## src/rtl/reservation_station_if.sv

```systemverilog
// Issue, CDB and functional-unit signals shared by a reservation station and its neighbours.
// The slave modport is the station's view; master is the issue stage / FU / CDB side.
interface reservation_station_if;
   logic        issue_valid;
   logic        issue_ready;
   logic [15:0] issue_instr;
   logic [15:0] issue_vj;
   logic [2:0]  issue_qj;
   logic [15:0] issue_vk;
   logic [2:0]  issue_qk;
   logic [2:0]  issue_tag;
   logic        full;
   logic        cdb_valid;
   logic [2:0]  cdb_tag;
   logic [15:0] cdb_data;
   logic        fu_available;
   logic        fu_done;
   logic        fu_instr_in;
   logic [15:0] fu_instruction;
   logic [2:0]  fu_code;
   logic [15:0] fu_r2;
   logic [15:0] fu_r1;

   modport slave (
      input  issue_valid, issue_instr, issue_vj, issue_qj, issue_vk, issue_qk,
      input  cdb_valid, cdb_tag, cdb_data, fu_available, fu_done,
      output issue_ready, issue_tag, full,
      output fu_instr_in, fu_instruction, fu_code, fu_r2, fu_r1
   );

   modport master (
      output issue_valid, issue_instr, issue_vj, issue_qj, issue_vk, issue_qk,
      output cdb_valid, cdb_tag, cdb_data, fu_available, fu_done,
      input  issue_ready, issue_tag, full,
      input  fu_instr_in, fu_instruction, fu_code, fu_r2, fu_r1
   );
endinterface

```

## src/rtl/reservation_station.sv

```systemverilog
// Tomasulo reservation station: buffers issued instructions, snoops the CDB for missing
// operands and hands one ready entry at a time to its functional unit.
module reservation_station #(
   parameter int DEPTH    = 3,
   parameter int BASE_TAG = 1
) (
   input  logic                clock,
   input  logic                reset,
   reservation_station_if.slave bus
);
   typedef struct packed {
      logic        valid;
      logic [15:0] instr;
      logic [15:0] vj;
      logic [2:0]  qj;
      logic [15:0] vk;
      logic [2:0]  qk;
   } entry_t;

   typedef enum logic {IDLE, WAIT} state_t;

   entry_t     ent [DEPTH];
   entry_t     sel;
   state_t     state, state_next;
   logic [2:0] free_idx, rdy_idx;
   logic       any_ready, full_int, issue_accept, dispatch;

   // Lowest-index free slot and lowest-index ready slot, both from registered state.
   // NOTE: every always_comb output gets a default first so no latch is inferred.
   always_comb begin
      full_int  = 1'b1;
      free_idx  = '0;
      rdy_idx   = '0;
      any_ready = 1'b0;
      sel       = '0;
      for (int i = DEPTH - 1; i >= 0; i--) begin
         if (!ent[i].valid) begin
            full_int = 1'b0;
            free_idx = 3'(i);
         end
         if (ent[i].valid && ent[i].qj == 3'd0 && ent[i].qk == 3'd0) begin
            any_ready = 1'b1;
            rdy_idx   = 3'(i);
            sel       = ent[i];
         end
      end
   end

   assign issue_accept    = bus.issue_valid && !full_int;
   assign bus.full        = full_int;
   assign bus.issue_ready = !full_int;
   assign bus.issue_tag   = 3'(BASE_TAG) + free_idx;

   always_comb begin
      state_next = state;
      dispatch   = 1'b0;
      case (state)
         IDLE: if (bus.fu_available && any_ready) begin
            dispatch   = 1'b1;
            state_next = WAIT;
         end
         WAIT: if (bus.fu_done) state_next = IDLE;
      endcase
   end

   // NOTE: sequential state uses non-blocking assignments so all flops update together.
   always_ff @(posedge clock or posedge reset) begin
      if (reset) state <= IDLE;
      else       state <= state_next;
   end

   always_ff @(posedge clock or posedge reset) begin
      if (reset) begin
         bus.fu_instr_in    <= 1'b0;
         bus.fu_instruction <= '0;
         bus.fu_code        <= '0;
         bus.fu_r2          <= '0;
         bus.fu_r1          <= '0;
      end else begin
         bus.fu_instr_in <= dispatch;
         if (dispatch) begin
            bus.fu_instruction <= sel.instr;
            bus.fu_code        <= 3'(BASE_TAG) + rdy_idx;
            bus.fu_r2          <= sel.vj;
            bus.fu_r1          <= sel.vk;
         end
      end
   end

   // NOTE: the entry array is a handful of flops, so all of it is reset, not just valid.
   always_ff @(posedge clock or posedge reset) begin
      if (reset) begin
         for (int i = 0; i < DEPTH; i++) ent[i] <= '0;
      end else begin
         for (int i = 0; i < DEPTH; i++) begin
            if (ent[i].valid) begin
               if (bus.cdb_valid && ent[i].qj != 3'd0 && ent[i].qj == bus.cdb_tag) begin
                  ent[i].vj <= bus.cdb_data;
                  ent[i].qj <= 3'd0;
               end
               if (bus.cdb_valid && ent[i].qk != 3'd0 && ent[i].qk == bus.cdb_tag) begin
                  ent[i].vk <= bus.cdb_data;
                  ent[i].qk <= 3'd0;
               end
               if (dispatch && 3'(i) == rdy_idx) ent[i].valid <= 1'b0;
            end else if (issue_accept && 3'(i) == free_idx) begin
               // An operand broadcast in the issue cycle is captured directly.
               ent[i].valid <= 1'b1;
               ent[i].instr <= bus.issue_instr;
               if (bus.issue_qj != 3'd0 && bus.cdb_valid && bus.cdb_tag == bus.issue_qj) begin
                  ent[i].vj <= bus.cdb_data;
                  ent[i].qj <= 3'd0;
               end else begin
                  ent[i].vj <= bus.issue_vj;
                  ent[i].qj <= bus.issue_qj;
               end
               if (bus.issue_qk != 3'd0 && bus.cdb_valid && bus.cdb_tag == bus.issue_qk) begin
                  ent[i].vk <= bus.cdb_data;
                  ent[i].qk <= 3'd0;
               end else begin
                  ent[i].vk <= bus.issue_vk;
                  ent[i].qk <= bus.issue_qk;
               end
            end
         end
      end
   end
endmodule

```

## src/flat_wrapper.sv

```systemverilog
// flat-port wrapper written by rule: the top's interface ports become plain ports
module reservation_station_flat 
#(
   parameter int DEPTH    = 3,
   parameter int BASE_TAG = 1
)
  (clock, reset, bus_issue_valid, bus_issue_instr, bus_issue_vj, bus_issue_qj, bus_issue_vk, bus_issue_qk, bus_cdb_valid, bus_cdb_tag, bus_cdb_data, bus_fu_available, bus_fu_done, bus_issue_ready, bus_issue_tag, bus_full, bus_fu_instr_in, bus_fu_instruction, bus_fu_code, bus_fu_r2, bus_fu_r1);
  reservation_station_if bus_i ();
  input  logic clock;
  input  logic reset;
  input wire logic [$bits(bus_i.issue_valid)-1:0] bus_issue_valid;
  input wire logic [$bits(bus_i.issue_instr)-1:0] bus_issue_instr;
  input wire logic [$bits(bus_i.issue_vj)-1:0] bus_issue_vj;
  input wire logic [$bits(bus_i.issue_qj)-1:0] bus_issue_qj;
  input wire logic [$bits(bus_i.issue_vk)-1:0] bus_issue_vk;
  input wire logic [$bits(bus_i.issue_qk)-1:0] bus_issue_qk;
  input wire logic [$bits(bus_i.cdb_valid)-1:0] bus_cdb_valid;
  input wire logic [$bits(bus_i.cdb_tag)-1:0] bus_cdb_tag;
  input wire logic [$bits(bus_i.cdb_data)-1:0] bus_cdb_data;
  input wire logic [$bits(bus_i.fu_available)-1:0] bus_fu_available;
  input wire logic [$bits(bus_i.fu_done)-1:0] bus_fu_done;
  output wire logic [$bits(bus_i.issue_ready)-1:0] bus_issue_ready;
  output wire logic [$bits(bus_i.issue_tag)-1:0] bus_issue_tag;
  output wire logic [$bits(bus_i.full)-1:0] bus_full;
  output wire logic [$bits(bus_i.fu_instr_in)-1:0] bus_fu_instr_in;
  output wire logic [$bits(bus_i.fu_instruction)-1:0] bus_fu_instruction;
  output wire logic [$bits(bus_i.fu_code)-1:0] bus_fu_code;
  output wire logic [$bits(bus_i.fu_r2)-1:0] bus_fu_r2;
  output wire logic [$bits(bus_i.fu_r1)-1:0] bus_fu_r1;
  assign bus_i.issue_valid = bus_issue_valid;
  assign bus_i.issue_instr = bus_issue_instr;
  assign bus_i.issue_vj = bus_issue_vj;
  assign bus_i.issue_qj = bus_issue_qj;
  assign bus_i.issue_vk = bus_issue_vk;
  assign bus_i.issue_qk = bus_issue_qk;
  assign bus_i.cdb_valid = bus_cdb_valid;
  assign bus_i.cdb_tag = bus_cdb_tag;
  assign bus_i.cdb_data = bus_cdb_data;
  assign bus_i.fu_available = bus_fu_available;
  assign bus_i.fu_done = bus_fu_done;
  assign bus_issue_ready = bus_i.issue_ready;
  assign bus_issue_tag = bus_i.issue_tag;
  assign bus_full = bus_i.full;
  assign bus_fu_instr_in = bus_i.fu_instr_in;
  assign bus_fu_instruction = bus_i.fu_instruction;
  assign bus_fu_code = bus_i.fu_code;
  assign bus_fu_r2 = bus_i.fu_r2;
  assign bus_fu_r1 = bus_i.fu_r1;
  reservation_station #(.DEPTH(DEPTH), .BASE_TAG(BASE_TAG)) u_core (.clock(clock), .reset(reset), .bus(bus_i));
endmodule
```

## config.mk

```make
export PLATFORM = sky130hd
export DESIGN_NAME = reservation_station_flat
export DESIGN_NICKNAME = d
export VERILOG_FILES = /design/src/rtl/reservation_station_if.sv /design/src/rtl/reservation_station.sv /design/src/flat_wrapper.sv
export SDC_FILE = /design/constraint.sdc
export NUM_CORES = 1
export LEC_CHECK = 0
export ABC_AREA = 1
export BUFFER_PORTS_ARGS = -buffer_cell sky130_fd_sc_hd__buf_2
export CORE_AREA = 4 4 179 181
export DETAILED_ROUTE_END_ITERATION = 16
export DIE_AREA = 0 0 183 185
export PLACE_DENSITY = 0.67
export SLEW_MARGIN = 10
export SYNTH_ARGS = -nofsm -noshare
export SYNTH_HDL_FRONTEND = slang
export SYNTH_SLANG_ARGS = --single-unit
```

## constraint.sdc

```tcl
create_clock -name clock -period 10.3 [get_ports clock]
set_input_delay 2.06 -clock clock [delete_from_list [all_inputs] [get_ports clock]]
set_output_delay 2.06 -clock clock [all_outputs]
set_load 0.03 [all_outputs]
```

==> results of run 1 <==
==> metal layers <==
layer	vias to the layer above	part of all wire	track usage	wire length, um
li1	5402	-	-	-
met1	5318	0.43	0.303	16500
met2	519	0.45	0.354	17200
met3	89	0.088	0.0401	3360
met4	0	0.030	0.0769	1170
met5	-	0	0	0
==> stage by stage <==
step	instances	util	power, W	setup WS, ps	area, um^2
6_report	2094	0.445	0.00391	5660	13500
3_3_place_gp	2049	0.418	0.00297	6130	12700
4_1_cts	2092	0.445	0.00392	5650	13500
2_1_floorplan	1613	-	0.00258	2280	12000
3_5_place_dp	2049	0.418	0.00301	6040	12700
5_1_grt	2094	0.445	0.00420	5520	13500
==> tightest hold or removal path, cell delays in order, from the launching register on <==
cell     delay, ps
dfrtp_1        330
nand2_1         50
nand2_1         60
==> where the power goes <==
group          switching (W)  total [W]  internal [W]
sequential          0.000244    0.00146       0.00121
combinational        0.00109    0.00156      0.000475
clock               0.000353   0.000896      0.000542
total                0.00168    0.00391       0.00223
==> logic make-up (layout without fill, tap and decap cells) <==
family          after synthesis  count (layout)  share of synthesized area
xor+xnor                     10              10                    0.00728
fa+ha+maj                     8               8                    0.00833
buf+inv                     271             354                      0.101
other cells                   0               2                          0
flops                       218             218                      0.454
compound gates               78              78                     0.0342
simple gates               1028            1028                      0.395
==> worst max-delay path by stage <==
stage                          startpoint                    end  slack (ps)
after floorplan                     reset  u_core.bus.fu_code[0]        2280
after global placement     bus_cdb_tag[0]        u_core.ent[137]        6130
after detailed placement   bus_cdb_tag[1]        u_core.ent[125]        6040
after CTS                 u_core.ent[109]       bus_issue_tag[1]        5650
after global routing      u_core.ent[109]       bus_issue_tag[1]        5520
final                     u_core.ent[109]       bus_issue_tag[1]        5660
==> sequential cells by signal, indices dropped and copies added (netlist names) <==
signal and count:
u_core.bus.fu_code 3, u_core.bus.fu_instr_in 1, u_core.bus.fu_instruction 16, u_core.bus.fu_r1 16, u_core.bus.fu_r2 16, u_core.ent 165, u_core.state 1
==> cell type report <==
class                   count  share of cell area
clock inverters             5             0.00740
clock buffers              38              0.0520
well taps                 396              0.0366
multi-input cells        1124               0.398
inverters                 165              0.0467
repair buffers            146              0.0560
flip-flops and latches    218               0.403
diodes                      2            0.000370
==> cell usage after synthesis, types with 3 or more instances <==
| cell type | n | area share |
|---|---|---|
| xor2_1 | 6 | 0.0044 |
| nand2_2 | 3 | 0.0016 |
| o22ai_1 | 7 | 0.0036 |
| or2_0 | 3 | 0.0016 |
| inv_2 | 7 | 0.0022 |
| nand3_1 | 470 | 0.20 |
| o21ai_0 | 66 | 0.027 |
| o21ai_1 | 3 | 0.0012 |
| buf_2 | 42 | 0.017 |
| nand2_1 | 409 | 0.13 |
| nor2_1 | 72 | 0.022 |
| nand2_4 | 14 | 0.013 |
| buf_6 | 7 | 0.0066 |
| nand4_1 | 34 | 0.018 |
| xnor2_1 | 4 | 0.0029 |
| dfrtp_1 | 218 | 0.45 |
| buf_4 | 14 | 0.0087 |
| or2_1 | 3 | 0.0016 |
| clkbuf_1 | 33 | 0.010 |
| inv_1 | 156 | 0.049 |
| or2_2 | 10 | 0.0052 |
| ha_1 | 8 | 0.0083 |
| buf_1 | 7 | 0.0022 |
==> flow_summary.toml, run 1 <==
[sta]
setup_total_negative_slack_ps = 0
final-hold-violation-count = 0
worst_slew_pin_slew_ps = 1170
setup_violations = 0
max_slew_margin = 0.221
achievable-frequency_mhz = 215
grt_setup_unrepaired = "no"
hold-worst-slack_ps = 474
slew_viol_final = 0
period_share = 0.451
fin_skew_ps = 9.44
final_period_minus_worst_setup_slack_ps = 4640

[layout]
sequential_cell_area_um2 = 5460
mostFrequentLayoutCell = "nand3_1"
multi_input_comb_area_um2 = 5380
final.fill_count = 3081
syn_to_final_growth_pct = 12.6
leading_cell_types_in_the_layout_fill_and_taps_excluded = "467 x nand3_1, 405 x nand2_1, 218 x dfrtp_1"
nNetsFinal = 1766
post_route_cells_drive_above_1_share = 0.137

[synthesis]
mean_instance_size_in_the_synthesized_netlist_um2 = 7.45
yosys_warnings = 0
ys_seq_elements = 218
synth_enable_flop_cells = 0
async_flop_share = 1.00
yosys.cell_types.count = 34
mappedNetlistNets = 1700
post_synth_inst_count = 1613
netlist_area_before_placement_um2 = 12000
yosysSeqAreaShare = 0.454
ys_dominant_reg_cell = "dfrtp_1"

[pwr]
max-vdd-ir-drop_v = 0.000144
leakage_nw = 7.12
power_per_cell_area_nw_per_um2 = 289

[worst_setup_path]
end_kind = "output port"
ff2ff_path_depth = 9
worst-r2r-setup-slack_ps = 6720
cp_cell_sequence = "nand2_1 > nor2_1 > inv_1 > ha_1 > buf_2"
critPathTopFamily = "flip-flops"
path_buf_inv = 2
crit_slowest_cell = "dfrtp_1"
r2r-end = "u_core.ent[37]"
setup.worst_path.start_class = "flop"
crit_cells = 5
critPathMaxStageDelay_ps = 1030
critical_path_peak_fanout = 23
arrival_time_worst_endpoint_ps = 2580
timing.rr.start = "u_core.ent[164]"
crit_type = "reg2out"
timing.critical_path.required_ps = 8240

[routing]
drt_pre_antenna_iters = 6
drt_iter0_drc = 1396
post_drt_wl_per_cell_um = 18.3
detail_routed_via_count_per_cell = 5.41
detail_route.wirelength_um = 38200
drc_violations_left = 0
via_count_of_the_routed_design = 11300
drtAntennaViolNets = 0

[clock_network]
clock_insertion_delay_worst_skew_ps = 520
cts-resized-gates = 0
cts_hold_buffers = 0
cts_root_buffer = "clkbuf_16"
clkSinkCount = 218
clock_tree.htree_level_count = 1
max-clock-path-buffers = 3
clkSlewWorstSetupHoldPaths_ps = 60
tritoncts.num_buffers = 24
post_cts_buffers = 0
tritoncts_clock_tree = "yes"

[floorplan]
fp.coreArea_um2 = 30400
die-area_um2 = 33900
number_of_top_level_pins = 136
die_width_um = 183
chipHeight_um = 185
start_util = 0.395
placementRows = 64

[outcome]
outcome = "complete, no violations"

[grt]
overflow = 0
gr-usage-all-layers = 0.221
first_global_vias = 11000
wire_length_of_the_first_global_routing_pass_um = 60700
grt_max_degree = 138
grt_antenna_before_repair = 2

[min_path]
hold-path-cell-count = 2
hold_path_class = "reg2reg"
origin_of_the_worst_min_delay_path = "u_core.bus.fu_instruction[2]"
hold-path-endpoint = "u_core.bus.fu_instruction[2]"

[placed_design]
routability_congestion_estimate_from_global_placement = 0.950
numPortBuffers = 135
post-dp-hpwl_um = 23800

[run]
max_capacitance_violation_count = 0
Power figures use the tool's default switching activity.
==> run 2: changes to the inputs <==
Clock period 10.3 ns to 4.7 ns, I/O delays scaled along.
==> run 2 against run 1 <==
  * Clock power increased by 120%
  * Critical path depth unchanged
  * Via count increased by 1.2%
  * First-iteration DRC count decreased by 11%
  * Utilization increased by 0.42 points
  * Global-route usage about the same
  * Largest cell class unchanged
==> flow_summary.toml, run 2 (synthesis gave the netlist of run 1 again) <==
[clock_network]
clkSlewWorstSetupHoldPaths_ps = 60
post_cts_buffers = 0
clkSinkCount = 218
max-clock-path-buffers = 3
cts_hold_buffers = 0
tritoncts_clock_tree = "yes"
clock_insertion_delay_worst_skew_ps = 520
tritoncts.num_buffers = 24
cts-resized-gates = 0
cts_root_buffer = "clkbuf_16"
clock_tree.htree_level_count = 1

[placed_design]
post-dp-hpwl_um = 24700
numPortBuffers = 135
routability_congestion_estimate_from_global_placement = 0.883
place.detailed.instances = 2059

[sta]
hold-worst-slack_ps = 472
slew_viol_final = 0
grt_setup_unrepaired = "no"
achievable-frequency_mhz = 294
final_period_minus_worst_setup_slack_ps = 3400
worst_slew_pin_slew_ps = 968
max_slew_margin = 0.353
setup_violations = 0
final-hold-violation-count = 0
fin_skew_ps = 8.63
period_share = 0.724
setup_total_negative_slack_ps = 0

[worst_setup_path]
arrival_time_worst_endpoint_ps = 2460
timing.rr.start = "u_core.ent[164]"
critical_path_peak_fanout = 21
ff2ff_path_depth = 7
setup.worst_path.start_class = "flop"
critPathMaxStageDelay_ps = 850
timing.critical_path.required_ps = 3760
r2r-end = "u_core.ent[35]"
end_kind = "output port"
worst-r2r-setup-slack_ps = 1540
crit_path_frequent_cell = "inv_1"
cp_cell_sequence = "inv_1 > nor2_1 > inv_1 > ha_1 > buf_2"
crit_slowest_cell = "dfrtp_1"
crit_type = "reg2out"

[routing]
drc_violations_left = 0
detail_route.wirelength_um = 38000
drt_iter0_drc = 1242
detail_routed_via_count_per_cell = 5.45
drtAntennaViolNets = 0
drt_pre_antenna_iters = 6
post_drt_wl_per_cell_um = 18.1
via_count_of_the_routed_design = 11500

[grt]
met1_usage = 0.302
overflow = 0
grt.met2_usage = 0.349
busiest_layer = "met2"
first_global_vias = 11000
wire_length_of_the_first_global_routing_pass_um = 60600
met3_layer_usage_reported_by_global_route = 0.0440
grt_max_degree = 103
gr-usage-all-layers = 0.221
grt_antenna_before_repair = 1

[layout]
final.fill_count = 3122
multi_input_comb_area_um2 = 5380
largest_register_ffs = 165
final_cells = 2103
post_route_cells_drive_above_1_share = 0.144
mostFrequentLayoutCell = "nand3_1"
nNetsFinal = 1776
finish.utilization = 0.449
sequential_cell_area_um2 = 5460
syn_to_final_growth_pct = 13.6
leading_cell_types_in_the_layout_fill_and_taps_excluded = "467 x nand3_1, 405 x nand2_1, 218 x dfrtp_1"
regMostFlops = "u_core.ent"

[run]
max_capacitance_violation_count = 0

[pwr]
power_per_cell_area_nw_per_um2 = 632
total_power_w = 0.00864
max-vdd-ir-drop_v = 0.000334
leakage_nw = 7.19
p_clk_frac = 0.230
power_switching_share = 0.427
cellInternalPower_w = 0.00495
net-switching-power_w = 0.00369
combinational_share_of_power = 0.409
share_seq_of_total_power = 0.361

[floorplan]
fp.coreArea_um2 = 30400
die-area_um2 = 33900
chipHeight_um = 185
die_width_um = 183
start_util = 0.395
placementRows = 64
number_of_top_level_pins = 136

[min_path]
hold-path-endpoint = "u_core.bus.fu_instruction[0]"
hold_path_class = "reg2reg"
hold-path-cell-count = 2
origin_of_the_worst_min_delay_path = "u_core.bus.fu_instruction[0]"

[outcome]
outcome = "complete, no violations"
-- run 2: power by group through the flow --
stage	clock [W]	combinational, W	sequential, W
2_1_floorplan	0	0.00240	0.00326
3_3_place_gp	0	0.00345	0.00311
3_5_place_dp	0	0.00352	0.00313
4_1_cts	0.00201	0.00354	0.00311
5_1_grt	0.00209	0.00395	0.00320
6_report	0.00199	0.00354	0.00312
-- run 2: worst max-delay path: cells and delay by family (launching register included) --
kind                       cells  cell delay (ps)
DFF                            1              850
buffers and inverters          3              520
adders and majority gates      1              330
and+or+nand+nor                1              230
-- run 2: stage by stage --
step | setup WS [ps] | cell area (um^2)
2_1_floorplan | 920 | 12000
3_3_place_gp | 1730 | 12800
3_5_place_dp | 1580 | 12800
4_1_cts | 1300 | 13700
5_1_grt | 1210 | 13700
6_report | 1300 | 13700
-- run 2: worst max-delay path by stage --
| stage | endpoint | from |
|---|---|---|
| 3_5_place_dp | u_core.ent[35] | u_core.ent[164] |
| 2_1_floorplan | u_core.bus.fu_code[0] | reset |
| 6_report | bus_issue_tag[1] | u_core.ent[164] |
| 4_1_cts | bus_issue_tag[1] | u_core.ent[164] |
| 5_1_grt | bus_issue_tag[1] | u_core.ent[164] |
| 3_3_place_gp | u_core.ent[23] | u_core.ent[164] |
-- run 2: routing by layer --
layer	up-vias	wire, um	share of wire
met2	541	16900	0.45
met1	5413	16100	0.42
met3	91	3500	0.092
li1	5418	-	-
met5	-	0	0
met4	0	1450	0.038
-- run 2: final cells by class --
cell class / count / area share
sequential: 218 / 0.399
multi-input combinational: 1124 / 0.394
timing repair buffer: 156 / 0.0637
clock buffer: 40 / 0.0558
inverter: 165 / 0.0460
tap: 396 / 0.0363
clock inverter: 3 / 0.00476
antenna: 1 / 0.000183
